## src/rtl/loader_pkg.sv

```systemverilog
// Shared types and constants for the UART program loader.
package loader_pkg;

   typedef enum logic [2:0] {
      ST_RUN     = 3'd0,
      ST_LEN_LO  = 3'd1,
      ST_LEN_HI  = 3'd2,
      ST_DATA_LO = 3'd3,
      ST_DATA_HI = 3'd4,
      ST_CSUM    = 3'd5,
      ST_ERROR   = 3'd6
   } loader_state_t;

   localparam logic [7:0] SYNC_BYTE = 8'hA5;

endpackage

```

## src/rtl/idle_timer.sv

```systemverilog
// Reloadable down-counter; expired stays high once the count reaches zero.
module idle_timer #(
   parameter int unsigned TIMEOUT_CYC = 27_000_000
) (
   input  logic clk,
   input  logic rst_n,
   input  logic clear,
   input  logic en,
   output logic expired
);

   localparam int W = $clog2(TIMEOUT_CYC + 1);
   localparam logic [W-1:0] RELOAD = W'(TIMEOUT_CYC);
   localparam logic [W-1:0] ONE    = W'(1);

   logic [W-1:0] cnt;

   always_ff @(posedge clk or negedge rst_n) begin
      if (!rst_n) begin
         cnt <= RELOAD;
      end else if (clear) begin
         cnt <= RELOAD;
      end else if (en && (cnt != '0)) begin
         cnt <= cnt - ONE;
      end
   end

   assign expired = (cnt == '0);

endmodule

```

## src/rtl/bsram_prog_loader.sv

```systemverilog
// Owns the program BSRAM: parses framed UART bytes into 16-bit words, writes
// them from address 0 and keeps the CPU in reset until the checksum matches.
module bsram_prog_loader
   import loader_pkg::*;
#(
   parameter int ADDR_W      = 11,
   parameter int MAX_WORDS   = 2048,
   parameter int TIMEOUT_CYC = 27_000_000
) (
   input  logic              clk,
   input  logic              rst_n,
   input  logic              rx_valid,
   input  logic [7:0]        rx_data,
   input  logic [ADDR_W-1:0] cpu_adr,
   output logic              mem_ce,
   output logic              mem_wre,
   output logic [ADDR_W-1:0] mem_ad,
   output logic [15:0]       mem_din,
   output logic              cpu_run,
   output logic              load_busy,
   output logic              load_err,
   output logic [ADDR_W:0]   words_loaded
);

   localparam logic [ADDR_W-1:0] AD_ONE = ADDR_W'(1);
   localparam logic [ADDR_W:0]   WL_ONE = (ADDR_W + 1)'(1);

   loader_state_t     state;
   logic [7:0]        len_lo;
   logic [15:0]       len;
   logic [7:0]        lo_byte;
   logic [7:0]        csum;
   logic [ADDR_W-1:0] wr_addr;
   logic [ADDR_W-1:0] wr_ad;
   logic              tmo_expired;

   logic [15:0]     len_word;
   logic            len_ok;
   logic [ADDR_W:0] wl_next;
   logic            last_word;

   assign len_word  = {rx_data, len_lo};
   assign len_ok    = (len_word != 16'd0) && (32'(len_word) <= 32'(MAX_WORDS));
   assign wl_next   = words_loaded + WL_ONE;
   assign last_word = (32'(wl_next) == 32'(len));

   assign cpu_run   = (state == ST_RUN);
   assign load_err  = (state == ST_ERROR);
   assign load_busy = (state != ST_RUN) && (state != ST_ERROR);
   assign mem_ce    = 1'b1;
   // CPU owns the address bus except during the single registered write cycle.
   assign mem_ad    = mem_wre ? wr_ad : cpu_adr;

   idle_timer #(
      .TIMEOUT_CYC (TIMEOUT_CYC)
   ) u_idle_timer (
      .clk     (clk),
      .rst_n   (rst_n),
      .clear   (rx_valid | ~load_busy),
      .en      (load_busy),
      .expired (tmo_expired)
   );

   always_ff @(posedge clk or negedge rst_n) begin
      if (!rst_n) begin
         state        <= ST_RUN;
         len_lo       <= 8'd0;
         len          <= 16'd0;
         lo_byte      <= 8'd0;
         csum         <= 8'd0;
         wr_addr      <= '0;
         wr_ad        <= '0;
         words_loaded <= '0;
         mem_wre      <= 1'b0;
         mem_din      <= 16'd0;
      end else begin
         mem_wre <= 1'b0;
         if (load_busy && tmo_expired && !rx_valid) begin
            state <= ST_ERROR;
         end else if (rx_valid) begin
            case (state)
               ST_RUN, ST_ERROR: begin
                  if (rx_data == SYNC_BYTE) begin
                     state        <= ST_LEN_LO;
                     words_loaded <= '0;
                     csum         <= 8'd0;
                     wr_addr      <= '0;
                  end
               end
               ST_LEN_LO: begin
                  len_lo <= rx_data;
                  state  <= ST_LEN_HI;
               end
               ST_LEN_HI: begin
                  len   <= len_word;
                  state <= len_ok ? ST_DATA_LO : ST_ERROR;
               end
               ST_DATA_LO: begin
                  lo_byte <= rx_data;
                  state   <= ST_DATA_HI;
               end
               ST_DATA_HI: begin
                  mem_wre      <= 1'b1;
                  mem_din      <= {rx_data, lo_byte};
                  wr_ad        <= wr_addr;
                  wr_addr      <= wr_addr + AD_ONE;
                  words_loaded <= wl_next;
                  csum         <= csum ^ lo_byte ^ rx_data;
                  state        <= last_word ? ST_CSUM : ST_DATA_LO;
               end
               ST_CSUM: begin
                  state <= (rx_data == csum) ? ST_RUN : ST_ERROR;
               end
               default: state <= ST_RUN;
            endcase
         end
      end
   end

endmodule

```

## config.mk

```make
export PLATFORM = sky130hd
export DESIGN_NAME = bsram_prog_loader
export DESIGN_NICKNAME = d
export VERILOG_FILES = /design/src/rtl/loader_pkg.sv /design/src/rtl/idle_timer.sv /design/src/rtl/bsram_prog_loader.sv
export SDC_FILE = /design/constraint.sdc
export NUM_CORES = 1
export LEC_CHECK = 0
export BUFFER_PORTS_ARGS = -buffer_cell sky130_fd_sc_hd__buf_4
export CAP_MARGIN = 0
export CORE_ASPECT_RATIO = 1.2
export CORE_MARGIN = 2
export CORE_UTILIZATION = 30
export DETAILED_ROUTE_END_ITERATION = 7
export REMOVE_ABC_BUFFERS = 1
export SYNTH_ARGS = -nofsm -noshare
export SYNTH_HDL_FRONTEND = slang
export SYNTH_HIERARCHICAL = 1
export SYNTH_SLANG_ARGS = --single-unit
export TNS_END_PERCENT = 10
```

## constraint.sdc

```tcl
create_clock -name clk -period 3.3 [get_ports clk]
set_clock_uncertainty 0.05 [all_clocks]
set_input_delay 0.165 -clock clk [delete_from_list [all_inputs] [get_ports clk]]
set_output_delay 0.165 -clock clk [all_outputs]
set_load 0.01 [all_outputs]
```

==> results.yml, run 1 <==
cts:
  cts.sinks: 119
  cts_made_buffers: 17
  cts_resized: 0
  clk_path_buf_depth: 2
  cts_setup_buffers: 0
  clockRootBuffer: "clkbuf_16"
  htree_levels: 4
  cts_tree: "yes"
  clkLatencyLatePin_ps: 420
  path_clk_slew_ps: 60
placement:
  gp_congestion: 0.802
  hpwl_mm: 9.73
  portBuffers: 64
  placed_cell_area_mm2: 0.00699
setup_path:
  critPathLaunch: "state[1]$_DFFE_PN0P_"
  path_cells: "nor2b_1 > or3_1 > o21ai_1 > a211o_1 > buf_4 > o21ai_0 > o31ai_1"
  r2r-start: "state[1]$_DFFE_PN0P_"
  cp.required_ps: 3530
  endpoint: "words_loaded[6]$_DFFE_PN0P_"
  worstSetupEndpointType: "flip-flop"
  ff2ff_path_depth: 7
  cp.arrival_ps: 2790
  start_kind: "flip-flop"
  cp_slowest_cell: "dfrtp_1"
  r2r-end: "words_loaded[6]$_DFFE_PN0P_"
  crit_path_max_incr_delay_ps: 540
  crit_path_max_fanout: 17
  r2r_slack_ps: 740
  path_class: "reg -> reg"
finish:
  final_common_cell: "nand2_1"
  layout-drive-gt1-share_pct: 26.0
  final_cell_mix: "nand2_1, dfrtp_1, buf_4"
  nNetsFinal: 736
  syn_to_final_growth_pct: 22.1
  final_area_mm2: 0.00764
  insertedDiodeCount: 0
logic_synthesis:
  synthArstFlopShare_pct: 100
  netlist_instances: 650
  ys_warn_count: 6
  synth_edf_count: 0
  yosysUniqueCellTypes: 65
  ys_seq_area_share_pct: 47.8
  ys_ff_latch: 119
  syn_area_per_cell_um2: 9.63
  synth_area_mm2: 0.00626
  synth_ff_type: "dfrtp_1"
power_and_ir_drop:
  power_leakage_uw: 0.00341
  power.density_mw_per_mm2: 800
  ir_worst_vdd_mv: 0.414
  finalPower_uw: 6110
min_path:
  hold_path_depth: 3
  holdCritPathClass: "in -> reg"
sta:
  tns_ps: 0
  period_minus_slack_ps: 2560
  hold_viol: 1
  worst_slew_pin_slew_ps: 741
  finalSetupViolCount: 0
  maxSlewHeadroom_pct: 50.6
  whs_ps: -1.19
  max_freq_mhz: 390
  finalCritPeriodShare_pct: 77.6
  slew_violations: 0
  rsz0062_at_grt: "no"
global_route:
  grt_max_degree: 91
  track_usage_pct: 14.1
  grt_pass1_vias: 4834
  overflow: 0
  grt_pass1_wl_mm: 24.6
  antenna_found_initial: 0
job:
  maxCapViolations: 0
drt:
  dr.pass1.iters: 5
  drt_iter0_drc: 249
  drcViolationCount: 0
  ant_nets: 0
  vias_per_cell: 4.99
  drt_wl_total_mm: 14.7
  vias: 4933
  wl_per_cell_um: 14.8
floorplan:
  num_rows: 57
  die_x_um: 136
  die_area_mm2: 0.0220
  initial_core_util_pct: 30.7
  core_mm2: 0.0204
  io_pins: 66
  die_y_um: 162
outcome:
  status: "finished, violations left"
  violations: "negative hold slack"
==> cells in the mapped netlist (all sizes together), types with 2 or more instances <==
cell type / count / share of area, %
nand2: 121 / 7.3
dfrtp: 105 / 42
o21ai: 66 / 5.5
mux2: 47 / 8.5
nor2: 47 / 2.8
clkbuf: 31 / 1.9
xor2: 23 / 3.2
nor3: 17 / 2.1
nand3: 15 / 1.2
nor4: 15 / 1.8
dfstp: 14 / 5.9
a21oi: 13 / 1.0
and3: 12 / 1.2
xnor2: 12 / 1.7
nand4: 10 / 1.6
o31ai: 10 / 1.2
or4: 10 / 1.3
or3: 8 / 0.80
buf: 7 / 0.72
nor2b: 7 / 0.70
inv: 5 / 0.30
nand3b: 5 / 0.60
a31oi: 4 / 0.40
ha: 4 / 0.80
mux2i: 4 / 0.64
or2: 4 / 0.40
a22o: 3 / 0.42
and2: 3 / 0.30
nand2b: 3 / 0.30
o211ai: 3 / 0.44
o41ai: 3 / 0.42
and3b: 2 / 0.28
nor4b: 2 / 0.28
==> metrics by stage <==
step                util (%)  setup WS (ps)  cells
finish                  37.5            739    988
global route            37.5            442    988
CTS                     37.5            760    988
detailed placement      34.3            771    950
global placement        34.3            812    950
floorplan                  -            194    612
==> what timing repair did <==
action / in CTS / in global routing
hold endpoints to repair: 34 / 0
hold buffers: 6 / 0
setup endpoints to repair: 0 / 0
==> layer usage <==
layer | vias up | GRT usage, % | share of wire [%]
li1 | 2408 | - | -
met1 | 2406 | 18.4 | 45
met2 | 103 | 22.8 | 49
met3 | 16 | 3.43 | 4.3
met4 | 0 | 4.97 | 1.4
met5 | - | 0 | 0
==> critical path, delay by kind of cell (launching register included) <==
kind	cells	cell delay [ps]
AO/OA/AOI/OAI	4	830
buffers and inverters	1	200
flip-flops	1	540
AND/OR/NAND/NOR	2	780
==> area by class of cell <==
type,count,area [um2]
clock inverters,15,166
repair buffers,79,621
multi-input cells,487,3080
clock buffers,17,425
well taps,265,332
flip-flops and latches,119,3000
inverters,6,27.5
fillers,2092,12800
==> flip-flops by register name, summed over array words and instances (netlist names) <==
name,cells
u_idle_timer/cnt,25
mem_wre,1
mem_din,16
state,3
lo_byte,8
wr_ad,11
words_loaded,12
csum,8
wr_addr,11
len_lo,8
len,16
==> report_power, final <==
group          internal [uW]  leakage (uW)  total (uW)  switching [uW]
logic                    928       0.00162        1960            1040
clock network           1120      0.000281        1850             727
registers               1890       0.00151        2300             409
==> worst min-delay path by stage <==
stage / startpoint / end / slack [ps]
detailed placement: rst_n / mem_din[15]$_DFFE_PN0P_ / 90
floorplan: rst_n / csum[0]$_DFFE_PN0P_ / -180
CTS: rx_data[4] / mem_din[12]$_DFFE_PN0P_ / 0.3
global placement: rst_n / mem_din[15]$_DFFE_PN0P_ / 90
global route: rx_data[4] / len[12]$_DFFE_PN0P_ / 20
finish: rx_data[4] / mem_din[12]$_DFFE_PN0P_ / -1
==> cell families (layout without fill, tap and decap cells) <==
kind of cell	after synthesis	after routing	synth area share [%]
adder cells (fa/ha/maj)	4	4	0.799
buffers and inverters	44	117	3.04
multiplexers	51	51	9.15
AO/OA/AOI/OAI	109	109	10.3
AND/OR/NAND/NOR	287	287	23.9
other	1	1	0.0599
flip-flops	119	119	47.8
XOR/XNOR	35	35	4.90
No activity file was read; power rests on OpenSTA's default activity.
==> run 2: changes to the inputs <==
ABC_AREA = 1   (was default)
clock period = 2.5 ns   (was 3.3 ns; I/O delays follow)
==> results.yml, run 2 <==
sta:
  tns_ps: 0
  finalSetupViolCount: 0
  rsz0062_at_grt: "no"
  worst_slew_pin_slew_ps: 643
  fin_ws_ps: 535
  hold_viol: 0
  max_freq_mhz: 509
  period_minus_slack_ps: 1960
  finalCritPeriodShare_pct: 78.6
  maxSlewHeadroom_pct: 57.2
  slew_violations: 0
power_and_ir_drop:
  power_leakage_uw: 0.00382
  switching_share_pct: 40.0
  power.density_mw_per_mm2: 1200
  p_sw_uw: 3760
  intPower_uw: 5630
  pwr-share-clk_pct: 26.7
  pwr-share-seq_pct: 36.7
  ir_worst_vdd_mv: 0.512
  pwr-share-comb_pct: 36.6
global_route:
  track_usage_pct: 14.6
  antenna_found_initial: 0
  grt_pass1_wl_mm: 25.8
  overflow: 0
  grt_pass1_vias: 5320
  grt_max_degree: 47
cts:
  clockRootBuffer: "clkbuf_16"
  clkLatencyLatePin_ps: 420
  clk_path_buf_depth: 2
  htree_levels: 4
  cts.sinks: 119
  path_clk_slew_ps: 60
  cts_setup_buffers: 0
  cts_made_buffers: 17
  cts_tree: "yes"
logic_synthesis:
  synth_ff_type: "dfrtp_1"
  ys_seq_area_share_pct: 46.8
  ys_ff_latch: 119
  synthArstFlopShare_pct: 100
  syn_area_per_cell_um2: 7.68
  netlist_top_cells_count: "nand2_1, dfrtp_1, inv_1"
  synth_edf_count: 0
  netlist_instances: 834
  synth_area_mm2: 0.00640
  yosysUniqueCellTypes: 43
  synth_top_area_share_pct: 41.0
  synth.area.top_cells: "dfrtp_1, nand2_1, o21ai_0"
  ys_warn_count: 6
  post-synth-top-area-cell: "dfrtp_1"
  synth_most_common_cell: "nand2_1"
setup_path:
  crit_path_max_incr_delay_ps: 440
  worstSetupEndpointType: "flip-flop"
  r2r_slack_ps: 540
  cp.arrival_ps: 2260
  critPathLaunch: "state[0]$_DFFE_PN0P_"
  r2r-end: "u_idle_timer/cnt[14]$_DFFE_PN1P_"
  path_class: "reg -> reg"
  cp.required_ps: 2800
  r2r-start: "state[0]$_DFFE_PN0P_"
  critPathMostFrequentCell: "nand2_1"
  ff2ff_path_depth: 10
  cp_slowest_cell: "dfrtp_1"
  endpoint: "u_idle_timer/cnt[14]$_DFFE_PN1P_"
  start_kind: "flip-flop"
  path_cells: "nor2_1 > nand2_1 > nand2_1 > inv_2 > nand2_1 > inv_1 > nand2_4 > buf_4 > nand2_1 > o21ai_1"
  crit_path_max_fanout: 16
drt:
  vias_per_cell: 4.70
  drt_iter0_drc: 201
  drcViolationCount: 0
  wl_per_cell_um: 13.1
  drt_wl_total_mm: 15.6
  ant_nets: 0
  vias: 5590
  dr.pass1.iters: 5
finish:
  layout-drive-gt1-share_pct: 17.8
  final_cell_mix: "nand2_1, dfrtp_1, inv_1"
  nNetsFinal: 932
  final-seq-area_mm2: 0.00300
  syn_to_final_growth_pct: 22.1
  final_common_cell: "nand2_1"
  largest_register: "u_idle_timer/cnt"
  fillers: 2130
  largest_reg_flops: 25
  top_regs: "u_idle_timer/cnt (25), len (16), mem_din (16)"
  insertedDiodeCount: 0
  fin_cells: 1189
  multi_input_area_mm2: 0.00288
floorplan:
  num_rows: 58
  die_y_um: 164
  initial_core_util_pct: 30.5
  die_x_um: 137
  core_mm2: 0.0210
  io_pins: 66
  die_area_mm2: 0.0225
placement:
  hpwl_mm: 11.5
  dp.cells: 1156
  portBuffers: 64
  gp_congestion: 0.818
  place_ws_ps: 527
job:
  maxCapViolations: 0
min_path:
  holdCritPathClass: "in -> reg"
outcome:
  status: "completed"
==> run 2: cell types whose count changed after synthesis, moves of 16 or more <==
cell | before | now
clkbuf_1 | 30 | 14
inv_1 | 4 | 103
mux2_2 | 46 | 7
nand2_1 | 121 | 229
nand3_1 | 15 | 66
nand4_1 | 7 | 26
nor2_1 | 47 | 72
o21ai_0 | 62 | 83
==> run 2: power groups by stage <==
stage	clock, uW	combinational, uW	sequential [uW]
3_5_place_dp	0	3460	3480
2_1_floorplan	0	2240	3400
4_1_cts	2550	3480	3460
5_1_grt	2650	3970	3580
3_3_place_gp	0	3410	3460
6_report	2500	3430	3450
==> run 2: how the worst min path moves through the flow <==
| stage | from | to | slack (ps) | depth (start not counted) |
|---|---|---|---|---|
| finish | rx_data[4] | csum[4]$_DFFE_PN0P_ | 30 | 4 |
| global route | rx_data[2] | len_lo[2]$_DFFE_PN0P_ | 50 | 3 |
| CTS | rx_data[6] | csum[6]$_DFFE_PN0P_ | 20 | 4 |
| detailed placement | rst_n | wr_ad[6]$_DFFE_PN0P_ | 140 | 1 |
| global placement | rst_n | wr_ad[6]$_DFFE_PN0P_ | 130 | 1 |
| floorplan | rst_n | csum[0]$_DFFE_PN0P_ | -220 | 0 |
==> run 2: cell type report <==
class                   instances  share of cell area [%]
clock buffers                  17                    5.44
flip-flops and latches        119                    38.3
inverters                     106                    5.10
well taps                     270                    4.32
repair buffers                 78                    7.68
multi-input cells             584                    36.9
clock inverters                15                    2.32
==> run 2: critical path, delay by kind of cell (launching register included) <==
kind                   cells  cell delay [ps]
AO/OA/AOI/OAI              1               80
buffers and inverters      3              470
flip-flops                 1              440
AND/OR/NAND/NOR            6              850
==> run 2: what timing repair did <==
item	in CTS	in global routing
endpoints found under the hold margin	36	0
gates resized for setup	0	0
hold buffers	1	0
==> run 2: routing by layer <==
metal / global-route usage (%) / wire [um]
met1: 18.1 / 7010
met4: 5.11 / 373
met5: 0 / 0
met2: 24.3 / 7500
met3: 4.07 / 745
==> run 2: through the flow <==
step / total power (uW) / hold WS [ps] / cell area [um2] / util (%)
6_report: 9390 / 30.7 / 7820 / 37.3
2_1_floorplan: 5640 / -221 / 6280 / -
4_1_cts: 9490 / 18.8 / 7820 / 37.3
3_5_place_dp: 6940 / 135 / 7210 / 34.4
5_1_grt: 10200 / 48.1 / 7820 / 37.3
3_3_place_gp: 6870 / 133 / 7210 / 34.4
==> run 2: kinds of logic (layout without fill, tap and decap cells) <==
family                     Yosys count  count (layout)  share of synthesized area [%]
and+or+nand+nor                    429             429                           29.9
buffers and inverters              131             216                           8.22
AOI/OAI and AO/OA                  125             125                           10.4
DFF                                119             119                           46.8
xor gates and xnor gates            18              18                           2.68
muxes                                7               7                           1.23
adders and majority gates            4               4                          0.781
other                                1               1                         0.0585
==> run 3: changes to the inputs <==
clock period = 1.7 ns   (was 2.5 ns; I/O delays follow)
==> results.yml, run 3 (same netlist as run 2, synthesis figures left out) <==
outcome:
  status: "finished, violations left"
  violations: "negative setup slack"
drt:
  wl_per_cell_um: 13.0
  ant_nets: 0
  drcViolationCount: 0
  wl_met2_mm: 7.81
  drt_wl_total_mm: 16.1
  vias: 5736
  vias_per_cell: 4.61
  drt_iter0_drc: 256
  wl_met3_um: 669
  highest_layer: "met4"
  wl_met1_mm: 7.41
  dr.pass1.iters: 5
finish:
  final_cell_mix: "nand2_1, buf_4, dfrtp_1"
  top_regs: "u_idle_timer/cnt (25), len (16), mem_din (16)"
  layout-drive-gt1-share_pct: 25.7
  nNetsFinal: 987
  insertedDiodeCount: 0
  largest_register: "u_idle_timer/cnt"
  largest_reg_flops: 25
  final_common_cell: "nand2_1"
  final_area_mm2: 0.00845
  syn_to_final_growth_pct: 32.0
setup_path:
  crit_path_max_fanout: 4
  worstSetupEndpointType: "flip-flop"
  cp.arrival_ps: 2030
  path_class: "reg -> reg"
  cp.required_ps: 1960
  start_kind: "flip-flop"
sta:
  period_minus_slack_ps: 1770
  finalCritPeriodShare_pct: 104
  slew_violations: 0
  worst_slew_pin_slew_ps: 667
  rsz0062_at_grt: "yes"
  max_freq_mhz: 565
  fin_ws_ps: -70.9
  finalSetupViolCount: 1
  hold_viol: 0
  maxSlewHeadroom_pct: 55.6
power_and_ir_drop:
  finalPower_uw: 15000
  ir_worst_vdd_mv: 0.892
  power.density_mw_per_mm2: 1780
  power_leakage_uw: 0.00413
floorplan:
  io_pins: 66
  initial_core_util_pct: 30.5
  num_rows: 58
  die_y_um: 164
  die_x_um: 137
  core_mm2: 0.0210
  die_area_mm2: 0.0225
cts:
  cts.sinks: 119
  clockRootBuffer: "clkbuf_16"
  path_clk_slew_ps: 60
  cts_tree: "yes"
  clk_path_buf_depth: 2
  clkLatencyLatePin_ps: 410
  htree_levels: 4
  cts_made_buffers: 17
global_route:
  antenna_found_initial: 0
  grt_pass1_vias: 5417
  track_usage_pct: 14.9
  overflow: 0
  grt_pass1_wl_mm: 26.5
  grt_max_degree: 120
job:
  maxCapViolations: 0
placement:
  placed_cell_area_mm2: 0.00760
  gp_congestion: 0.872
  hpwl_mm: 11.5
  portBuffers: 64
min_path:
  holdCritPathClass: "in -> reg"
-- run 3: cell types whose count changed in the layout (fill, tap and decap cells not counted), moves of 5 or more --
cell,previous run,this run
buf_12,1,6
nand2_2,3,13
o21ai_2,1,6
buf_4,76,119
inv_1,103,97
nand2_1,229,218
nor2_1,72,66
inv_2,2,7
-- run 3: per-stage QoR --
stage | util, % | std cells | TNS [ps] | setup slack (ps) | hold slack [ps]
3_5_place_dp | 36.2 | 1200 | -192 | -131 | 190
6_report | 40.3 | 1244 | -70.9 | -70.9 | 27.7
4_1_cts | 39.5 | 1238 | -177 | -92.7 | 17.6
3_3_place_gp | 36.2 | 1200 | -64.7 | -64.7 | 187
2_1_floorplan | - | 809 | -15000 | -402 | -261
5_1_grt | 40.3 | 1244 | -1320 | -203 | 29.0
-- run 3: area by class of cell --
| class | instances | area, um2 |
|---|---|---|
| timing repair buffer | 133 | 1100 |
| tap | 270 | 338 |
| clock buffer | 17 | 425 |
| clock inverter | 15 | 186 |
| inverter | 106 | 404 |
| sequential | 119 | 3000 |
| multi-input combinational | 584 | 3000 |
| fill | 2075 | 12500 |
-- run 3: worst max-delay path, stage by stage, from the launching register on --
cell     delay, ps
dfrtp_2        440
ha_4           250
inv_1           60
nand2_1         60
nand2_1         50
nand3_1        100
nor2_2         110
nand4_1        120
nor2_2         110
nand3_1         80
nand2_1         80
nand3_1         60
nand2_1         60
inv_1           30
-- run 3: what timing repair did --
item | in CTS | in global routing
pin swaps | 1 | 17
setup buffers | 2 | 6
endpoints found under the setup margin | 17 | 41
gates resized for setup | 4 | 45
hold buffers | 4 | 0
hold endpoints to repair | 113 | 0
-- run 3: path summary, 6_finish.rpt --
path	startpoint	end	slack [ps]	cells past startpoint
worst max-delay path	words_loaded[1]$_DFFE_PN0P_	state[1]$_DFFE_PN0P_	-70	13
worst min-delay path	rx_data[5]	len[13]$_DFFE_PN0P_	30	3
worst max register to register	words_loaded[1]$_DFFE_PN0P_	state[1]$_DFFE_PN0P_	-70	13
worst min register to register	mem_din[5]$_DFFE_PN0P_	mem_din[5]$_DFFE_PN0P_	420	2
max in group asynchronous	rst_n	words_loaded[2]$_DFFE_PN0P_	810	3
min in group asynchronous	rst_n	wr_ad[6]$_DFFE_PN0P_	230	3
-- run 3: routing by layer --
layer / track usage (%) / vias up
li1: - / 2958
met1: 19.1 / 2655
met2: 24.5 / 107
met3: 3.24 / 16
met4: 5.30 / 0
met5: 0 / -
-- run 3: power by group --
part	leakage [uW]	internal (uW)	switching, uW
Sequential	0.00149	4090	936
Combinational	0.00234	2740	3480
Clock	0.000300	2340	1430
